$ cat src/rtl/lms_debug_sequencer.sv
// lms_debug_sequencer
//   Drives debug operations on the LMS adaptive filter from SPI debug register
//   control bytes. A load command does four things: it freezes adaptation, waits
//   for any in-flight update to finish, streams the forced weights tap by tap
//   over a valid/ready port, and then releases the filter. The block also
//   generates a fixed-length soft-reset pulse and a status byte for the
//   monitor probe.
//
// Ports
//   clk, rst_n        system clock, asynchronous active-low reset
//   sw_reset_cfg      bit0 rising edge -> soft-reset pulse
//   debug_load_cfg    bit0 rising edge -> load; bit1 = hold freeze after load
//   force_w_flat      forced weights, tap k at [k*NB_DATA +: NB_DATA]
//   adapt_busy        filter weight update in progress
//   adapt_freeze      inhibit adaptation
//   wr_valid/wr_ready weight write handshake; wr_idx/wr_data the write payload
//   soft_rst_n        active-low soft reset to the filter
//   load_done         one-cycle pulse when a load completes
//   status            {0.., overrun, done, soft_rst, freeze, busy}
module lms_debug_sequencer #(
    parameter int NB_DATA       = 8,
    parameter int N_TAPS        = 9,
    parameter int NB_IDX        = 4,
    parameter int RST_PULSE_CYC = 16
) (
    input  logic                      clk,
    input  logic                      rst_n,
    input  logic [NB_DATA-1:0]        sw_reset_cfg,
    input  logic [NB_DATA-1:0]        debug_load_cfg,
    input  logic [N_TAPS*NB_DATA-1:0] force_w_flat,
    input  logic                      adapt_busy,
    output logic                      adapt_freeze,
    output logic                      wr_valid,
    input  logic                      wr_ready,
    output logic [NB_IDX-1:0]         wr_idx,
    output logic [NB_DATA-1:0]        wr_data,
    output logic                      soft_rst_n,
    output logic                      load_done,
    output logic [NB_DATA-1:0]        status
);

    localparam int CNT_W = $clog2(RST_PULSE_CYC + 1);

    typedef enum logic [1:0] {S_IDLE, S_FREEZE, S_LOAD, S_DONE} state_t;

    state_t           state;
    logic             rst_cfg_q;
    logic             load_cfg_q;
    logic [CNT_W-1:0] rst_cnt;
    logic [CNT_W-1:0] cnt_nxt;
    logic             done_bit;
    logic             ovr_bit;
    logic             rst_edge;
    logic             load_edge;
    logic             load_drop;
    logic             load_go;
    logic             last_tap;

    // Only bit0 of the reset byte and bits[1:0] of the load byte carry meaning.
    wire unused_cfg = ^{sw_reset_cfg[NB_DATA-1:1], debug_load_cfg[NB_DATA-1:2]};

    assign rst_edge  = sw_reset_cfg[0] & ~rst_cfg_q;
    assign load_edge = debug_load_cfg[0] & ~load_cfg_q;

    // A load edge is dropped (and flagged) if the FSM is busy, a pulse is
    // running, or a reset edge arrives in the same cycle (reset wins).
    assign load_drop = load_edge & (rst_edge | (rst_cnt != '0) | (state != S_IDLE));
    assign load_go   = load_edge & ~load_drop;
    assign last_tap  = (wr_idx == NB_IDX'(N_TAPS - 1));

    always_comb begin
        cnt_nxt = rst_cnt;
        if (rst_edge)
            cnt_nxt = CNT_W'(RST_PULSE_CYC);
        else if (rst_cnt != '0)
            cnt_nxt = rst_cnt - CNT_W'(1);
    end

    always_ff @(posedge clk or negedge rst_n) begin
        if (!rst_n) begin
            state        <= S_IDLE;
            rst_cfg_q    <= 1'b0;
            load_cfg_q   <= 1'b0;
            rst_cnt      <= '0;
            done_bit     <= 1'b0;
            ovr_bit      <= 1'b0;
            adapt_freeze <= 1'b0;
            wr_valid     <= 1'b0;
            wr_idx       <= '0;
            load_done    <= 1'b0;
        end else begin
            rst_cfg_q  <= sw_reset_cfg[0];
            load_cfg_q <= debug_load_cfg[0];
            rst_cnt    <= cnt_nxt;
            load_done  <= 1'b0;
            if (load_drop)
                ovr_bit <= 1'b1;

            // Using the next count keeps freeze/IDLE forcing exactly aligned
            // with the cycles where soft_rst_n is low.
            if (cnt_nxt != '0) begin
                state        <= S_IDLE;
                wr_valid     <= 1'b0;
                wr_idx       <= '0;
                adapt_freeze <= 1'b1;
            end else begin
                case (state)
                    S_IDLE: begin
                        if (load_go) begin
                            state        <= S_FREEZE;
                            adapt_freeze <= 1'b1;
                            done_bit     <= 1'b0;
                        end else begin
                            adapt_freeze <= debug_load_cfg[1];
                        end
                    end
                    S_FREEZE: begin
                        adapt_freeze <= 1'b1;
                        if (!adapt_busy) begin
                            state    <= S_LOAD;
                            wr_valid <= 1'b1;
                            wr_idx   <= '0;
                        end
                    end
                    S_LOAD: begin
                        adapt_freeze <= 1'b1;
                        if (wr_valid && wr_ready) begin
                            if (last_tap) begin
                                state     <= S_DONE;
                                wr_valid  <= 1'b0;
                                wr_idx    <= '0;
                                load_done <= 1'b1;
                                done_bit  <= 1'b1;
                            end else begin
                                wr_idx <= wr_idx + NB_IDX'(1);
                            end
                        end
                    end
                    S_DONE: begin
                        state        <= S_IDLE;
                        adapt_freeze <= debug_load_cfg[1];
                    end
                    default: state <= S_IDLE;
                endcase
            end
        end
    end

    // The payload is muxed straight from the register bank by index and held
    // at zero when no write is pending.
    always_comb begin
        wr_data = '0;
        if (wr_valid)
            wr_data = force_w_flat[int'(wr_idx)*NB_DATA +: NB_DATA];
    end

    assign soft_rst_n = (rst_cnt == '0);

    always_comb begin
        status    = '0;
        status[0] = (state != S_IDLE);
        status[1] = adapt_freeze;
        status[2] = ~soft_rst_n;
        status[3] = done_bit;
        status[4] = ovr_bit;
    end

endmodule

$ cat config.mk
export PLATFORM = sky130hd
export DESIGN_NAME = lms_debug_sequencer
export DESIGN_NICKNAME = d
export VERILOG_FILES = /design/src/rtl/lms_debug_sequencer.sv
export SDC_FILE = /design/constraint.sdc
export NUM_CORES = 1
export LEC_CHECK = 0
export CORE_UTILIZATION = 32
export DETAILED_ROUTE_END_ITERATION = 12
export PLACE_DENSITY = 0.78
export SYNTH_ARGS = -nofsm -noshare
export SYNTH_HDL_FRONTEND = slang
export SYNTH_SLANG_ARGS = --single-unit
export TNS_END_PERCENT = 30
$ cat constraint.sdc
create_clock -name clk -period 2.05 [get_ports clk]
set_input_delay 0.5125 -clock clk [delete_from_list [all_inputs] [get_ports clk]]
set_output_delay 0.5125 -clock clk [all_outputs]
set_load 0.01 [all_outputs]
==> summary.txt, run 1 <==
Most common flop cell mapped by yosys: dfrtp_1
Type of element capturing the critical path: output pin
Top post-synthesis cells by count: 25 x nor2_1, 18 x dfrtp_1, 16 x mux4_2
Filler Cells Inserted: 437
Library cells used by synthesis: 39
Min Tclk post-route: 2.44 ns
Most common cell in the synthesized netlist: nor2_1
CTS tree: done
Max-cap violations: 0
Count of state elements after synthesis: 18
Cell type with the highest occurrence count on the critical path: nor2_1
Cell area power density: 486 nW/um^2
Top Family by Delay on Critical Path: multiplexers
Mapped cell area: 1650 um^2
Delay contributed by the slowest stage of the critical path: 0.45 ns
Cell type of the slowest stage on the worst timing path: mux4_2
Initial core utilization: 0.339
Final antenna diode count: 0
Share of cells above drive strength 1: 0.253
Port bufs: 99
Number of buffers and inverters on the critical path: 2
Peak ir drop on the vdd network: 0.000334 V
Detailed placer's ending HPWL: 4310 um
Number of DRC violations after detailed routing: 0
Design area: 2930 um^2
Number of setup violations in the final report: 11
CP startpoint kind: primary input
Post-synthesis instance total: 163
Max frequency: 0.410 GHz
Wire length of the first global-routing pass: 8020 um
First drt pass iteration count: 4
Maximum number of pins on one net before global-route repair: 22
Antenna violations before repair: 0
Average routed wire per standard cell: 15.5 um
Type of the worst min-delay path: flip-flop to flip-flop
Final Cycle Share: 1.19
Share of the synthesized area in compound gates (AO/OA/AOI/OAI): 0.124
Floorplan die height: 73.7 um
Core area: 4850 um^2
Post-route setup slack: -0.387 ns
I/O pin cnt: 116
Post-synthesis adder-cell area fraction: 0.0608
Clock tree buffer depth: 2
Post-place instance area: 2880 um^2
Sequential area share after synthesis: 0.274
Highest fanout seen on the critical path: 1
Drt first-iter violations: 77
Clock slew at reported path FFs: 0.07 ns
Most area-hungry cell type in the Yosys netlist: dfrtp_1
Clk sink count: 18
Worst Clk Skew: 0.00188 ns
Die Wd: 73.7 um
Total via count in the routed design: 1,703
Leak: 1.30 nW
Total Die Area: 5430 um^2
Final Wtd Congestion: 0.849
Dominant combinational cell family by area after synthesis: multiplexers
Mean cell area of the mapped netlist: 10.1 um^2
Final hold violations: 0
Worst Path Class, Setup: primary input to output pin
CP cell instances: clkdlybuf4s50_1 -> mux4_2 -> mux2i_1 -> nor2_1 -> a21oi_1 -> nor2_1 -> buf_2
CP required: 1.54 ns
Outcome: finished with violations
Number of cell rows: 25
Global Route Usage Sum: 0.196
Placed insts: 345
Largest cells by area after synthesis: dfrtp_1 27%, mux4_2 22%, ha_1 6.1%
CTS H-tree lvls: 1
Number of global-route vias before repair: 1,705
Area Overhead vs Synth: 77.9%
Final std cells w/o fill: 352
Total wire length: 5460 um
Area share of the leading cell type in the synthesized netlist: 0.274
Portion of netlist area occupied by mux cells: 0.280
TritonCTS buffer count: 3
Slew Limit Fails: 0
Setup repair after global routing missed its margin: true
Total overflow reported by the global router: 0
Count of nets after finishing: 386
Root buffer cell: clkbuf_8
DR vias/cell: 4.84
Detail Route Antenna Nets: 0
Fraction of registers with async set/reset: 1.00
Failing checks: negative setup slack
DP Worst Slack: -0.744 ns
Arrival time of the worst setup path: 1.92 ns
Yosys synthesis warning count: 0
Setup tns final: -3.14 ns
Number of enable flip-flop cells after synthesis: 0
Synth Area in Simple Gates: 0.157
Insertion delay to the later sink of the worst-skew pair: 0.25 ns
Xor and xnor area share after synthesis: 0.0213
-- layout make-up --
class / count / area [um^2] / area share
flip-flops and latches: 18 / 452 / 0.154
clock buffers: 4 / 55.1 / 0.0188
repair buffers: 130 / 1190 / 0.407
inverters: 13 / 48.8 / 0.0167
multi-input cells: 120 / 1100 / 0.375
well taps: 67 / 83.8 / 0.0286
-- kinds of logic (layout without fill, tap and decap cells) --
group                      after synthesis  after routing
buffers and inverters                   27            147
DFF                                     18             18
muxes                                   26             26
AOI/OAI and AO/OA                       27             27
other                                    1              3
xor gates and xnor gates                 4              4
and+or+nand+nor                         52             52
adders and majority gates                8              8
-- cell usage in the layout (no fill, tap or decap), types with 2 or more instances in the layout --
cell,n
mux2i_1,10
ha_1,7
a21oi_2,2
buf_12,2
dlygate4sd2_1,39
conb_1,3
nand4_1,2
buf_2,10
clkbuf_8,4
a211oi_1,3
clkdlybuf4s50_1,49
clkbuf_16,2
nor2b_1,2
nand3_1,4
inv_1,12
xnor2_1,2
nand2b_1,2
a21oi_1,9
nor3_1,5
o21bai_1,3
and3_1,2
mux4_2,16
buf_4,26
nor2_1,25
xor2_1,2
dfrtp_1,17
nand2_1,4
-- tightest hold or removal path, stage by stage (launching register included) --
cell	delay, ns
dfrtp_1	0.34
inv_1	0.04
o31ai_1	0.05
-- report_power, final --
part           switching [mW]  internal (mW)
Sequential             0.0344          0.406
Combinational           0.295          0.406
Clock                   0.112          0.170
-- metal layers --
layer	up-vias	wire, um	track usage
li1	828	-	-
met1	828	2290	0.255
met2	39	2950	0.340
met3	8	126	0.0288
met4	0	91	0.0491
met5	-	0	0
-- repair_timing --
action | in CTS | in global routing
pin swaps | 5 | 6
gates cloned | 0 | 2
hold buffers | 0 | 0
resized for setup | 83 | 4
endpoints found under the setup margin | 19 | 18
setup buffers | 0 | 1
-- stage by stage --
stage	utilization	total power, mW	hold WS (ns)
2_1_floorplan	-	0.762	0.217
3_3_place_gp	0.595	1.11	0.468
3_5_place_dp	0.595	1.14	0.463
4_1_cts	0.590	1.44	0.479
5_1_grt	0.604	1.52	0.501
6_report	0.604	1.42	0.468
-- state kept, by name, indices dropped and copies added (netlist names) --
| name | count |
|---|---|
| rst_cnt | 5 |
| load_cfg_q | 1 |
| done_bit | 1 |
| wr_idx | 4 |
| load_done | 1 |
| rst_cfg_q | 1 |
| ovr_bit | 1 |
| state | 2 |
| adapt_freeze | 1 |
| wr_valid | 1 |
-- path summary, 6_finish.rpt --
kind,startpoint,cells after the start,to,slack (ns)
worst min-delay path,ovr_bit,2,ovr_bit,0.47
worst max-delay path,force_w_flat[45],7,wr_data[5],-0.39
max in group asynchronous,rst_n,2,wr_idx[0],1.25
worst min register to register,ovr_bit,2,ovr_bit,0.47
worst max register to register,rst_cnt[0],8,done_bit,-0.12
min in group asynchronous,rst_n,2,rst_cnt[1],0.59
No activity file was read; power rests on OpenSTA's default activity.
==> inputs of run 2 (changes only) <==
--- a/config.mk
+++ b/config.mk
@@ -5,6 +5,7 @@
 export SDC_FILE = /design/constraint.sdc
 export NUM_CORES = 1
 export LEC_CHECK = 0
+export CAP_MARGIN = 5
 export CORE_UTILIZATION = 32
 export DETAILED_ROUTE_END_ITERATION = 12
 export PLACE_DENSITY = 0.78
==> results of run 2 <==
No change in the layout: final DEF, timing and power equal those of run 1.
==> inputs of run 3 (changes only) <==
--- a/config.mk
+++ b/config.mk
@@ -6,9 +6,9 @@
 export NUM_CORES = 1
 export LEC_CHECK = 0
 export CAP_MARGIN = 5
-export CORE_UTILIZATION = 32
+export CORE_UTILIZATION = 38
 export DETAILED_ROUTE_END_ITERATION = 12
-export PLACE_DENSITY = 0.78
+export PLACE_DENSITY = 0.87
 export SYNTH_ARGS = -nofsm -noshare
 export SYNTH_HDL_FRONTEND = slang
 export SYNTH_SLANG_ARGS = --single-unit
==> constraint.sdc (replaced) <==
create_clock -name clk -period 2.9 [get_ports clk]
set_input_delay 0.725 -clock clk [delete_from_list [all_inputs] [get_ports clk]]
set_output_delay 0.725 -clock clk [all_outputs]
set_load 0.01 [all_outputs]
==> summary.txt, run 3 (same netlist as run 1, synthesis figures left out) <==
Area Overhead vs Synth: 67.9%
Slew at the pin with the worst max-slew slack: 0.775 ns
Cell type of the slowest stage on the worst timing path: mux4_2
Max_slew headroom: 0.482
DR vias/cell: 5.23 (+8.1%)
Peak ir drop on the vdd network: 0.000330 V (-1.1%)
Final Total Pwr: 0.914 mW (-36%)
Final hold slack: 0.471 ns (+0.00385 ns)
Outcome: finished clean
Arrival time of the worst setup path: 2.15 ns (+0.23 ns)
Drt first-iter violations: 75 (-2.6%)
Worst Path Class, Setup: primary input to output pin
Count of nets after finishing: 364 (-5.7%)
Cell area power density: 331 nW/um^2 (-32%)
Cell type with the highest occurrence count on the critical path: nor2_1
Number of buffers added to fix hold violations after cts: 0 (unchanged)
Total via count in the routed design: 1,637 (-3.9%)
Clock tree buffer depth: 2 (unchanged)
Insertion delay to the later sink of the worst-skew pair: 0.26 ns (about the same)
Largest registers in the final layout: rst_cnt x5, wr_idx x4, state x2
Average routed wire per standard cell: 16.3 um (+5.3%)
CP required: 2.17 ns (+0.63 ns)
Placed insts: 307 (-11%)
Initial core utilization: 0.403 (+0.0633)
Detail Route met3 WL: 219 um (+74%)
Worst Clk Skew: 0.00217 ns (+0.000284 ns)
Core area: 4090 um^2 (-16%)
Clk pwr share: 0.225 (+0.027)
Detailed route wirelength on metal2: 2760 um (-6.3%)
Number of buffers and inverters on the critical path: 2 (unchanged)
Final antenna diode count: 0 (unchanged)
TritonCTS buffer count: 3 (unchanged)
Detail Route Antenna Nets: 0 (unchanged)
Relative contribution of sequential cells to total power: 0.361 (+0.052)
Setup repair after global routing missed its margin: true
Delay contributed by the slowest stage of the critical path: 0.48 ns (+0.03 ns)
Type of the worst min-delay path: flip-flop to flip-flop
Root buffer cell: clkbuf_8
Number of flip-flops in the largest register: 5 (unchanged)
Highest fanout seen on the critical path: 1 (unchanged)
Number of setup violations in the final report: 0 (-11)
Internal portion of total power: 0.631 mW (-36%)
CTS tree: done
Net Switching: 0.283 mW (-36%)
Clk sink count: 18 (unchanged)
Detailed placer's ending HPWL: 4060 um (-5.8%)
Total Die Area: 4600 um^2 (-15%)
Part of the total power dissipated in combinational logic: 0.414 (-0.078)
Leading cell types in the layout, fill and taps excluded: 71 x clkdlybuf4s50_1, 25 x nor2_1, 19 x dlymetal6s2s_1
I/O pin cnt: 116 (unchanged)
Maximum number of pins on one net before global-route repair: 23 (+4.5%)
Most flops, register: rst_cnt
Final Cycle Share: 0.993
Share of cells above drive strength 1: 0.167 (-0.0853)
Min Tclk post-route: 2.88 ns
Total wire length: 5110 um (-6.4%)
Number of global-route vias before repair: 1,481 (-13%)
Die Wd: 67.8 um (-8.0%)
Final std cells w/o fill: 313 (-11%)
Number of DRC violations after detailed routing: 0 (unchanged)
Type of element capturing the critical path: output pin
Antenna violations before repair: 0 (unchanged)
Leading cell type in the layout, fill and taps excluded: clkdlybuf4s50_1
Final Wtd Congestion: 0.837 (-1.4%)
Wire length of the first global-routing pass: 7050 um (-12%)
Port bufs: 99 (unchanged)
Final hold violations: 0 (unchanged)
Global Route Usage Sum: 0.212 (+0.0155)
Floorplan die height: 67.8 um (-8.0%)
Leak: 1.28 nW (-1.8%)
CP cell instances: clkdlybuf4s50_1 -> mux4_2 -> mux2i_1 -> nor2_1 -> a21oi_1 -> nor2_1 -> buf_2
First drt pass iteration count: 4 (unchanged)
Top layer used by detailed routing: met4
CP startpoint kind: primary input
Switching power share of the total: 0.310 (-0.000327)
Slew Limit Fails: 0 (unchanged)
CTS H-tree lvls: 1 (unchanged)
Metal1 wirelength: 2050 um (-10%)
Clock slew at reported path FFs: 0.07 ns (about the same)
Top Family by Delay on Critical Path: multiplexers
Number of cell rows: 23 (-8.0%)
Max frequency: 0.347 GHz
Max-cap violations: 0 (unchanged)
Total overflow reported by the global router: 0 (unchanged)
-- run 3: area by class of cell --
| cell class | instances | area, um^2 |
|---|---|---|
| multi-input combinational | 120 | 1070 |
| clock buffer | 4 | 55.1 |
| tap | 50 | 62.6 |
| sequential | 18 | 450 |
| inverter | 13 | 48.8 |
| fill | 317 | 1320 |
| timing repair buffer | 108 | 1080 |
-- run 3: worst paths after layout --
| check | from | end | slack [ns] | depth (start not counted) |
|---|---|---|---|---|
| worst max-delay path | force_w_flat[27] | wr_data[3] | 0.02 | 7 |
| worst min-delay path | ovr_bit | ovr_bit | 0.47 | 2 |
| worst max register to register | rst_cnt[0] | state[0] | 0.55 | 8 |
| worst min register to register | ovr_bit | ovr_bit | 0.47 | 2 |
| max in group asynchronous | rst_n | ovr_bit | 1.50 | 1 |
| min in group asynchronous | rst_n | rst_cnt[4] | 0.92 | 1 |
-- run 3: worst reg2reg max path: stages (launching register included) --
cell	delay [ns]
dfrtp_1	0.44
inv_1	0.08
ha_1	0.19
or4b_4	0.52
buf_4	0.18
o41ai_4	0.36
nand3_2	0.16
o21bai_1	0.21
a21oi_2	0.14
-- run 3: timing repair --
action,in CTS,in global routing
setup endpoints to repair,8,7
setup buffers,0,2
pin swaps,0,5
resized for setup,33,19
hold endpoints to repair,0,0
-- run 3: layer usage --
metal,up-vias,GRT usage
li1,782,-
met1,794,0.260
met2,53,0.360
met3,8,0.0473
met4,0,0.0755
met5,-,0
-- run 3: metrics by stage --
stage                util  worst slack (ns)  area (um^2)  TNS, ns
floorplan               -             0.399         1650        0
global placement    0.657            -0.294         2690    -2.15
detailed placement  0.657            -0.336         2690    -2.46
CTS                 0.661            0.0141         2700        0
global route        0.676           -0.0425         2760  -0.0913
finish              0.676            0.0206         2760        0
-- run 3: power by group through the flow --
| stage | clock, mW | sequential (mW) | combinational, mW |
|---|---|---|---|
| after detailed placement | 0 | 0.334 | 0.371 |
| after floorplan | 0 | 0.324 | 0.215 |
| after global routing | 0.221 | 0.335 | 0.418 |
| after global placement | 0 | 0.330 | 0.356 |
| after CTS | 0.208 | 0.330 | 0.373 |
| final | 0.205 | 0.330 | 0.378 |
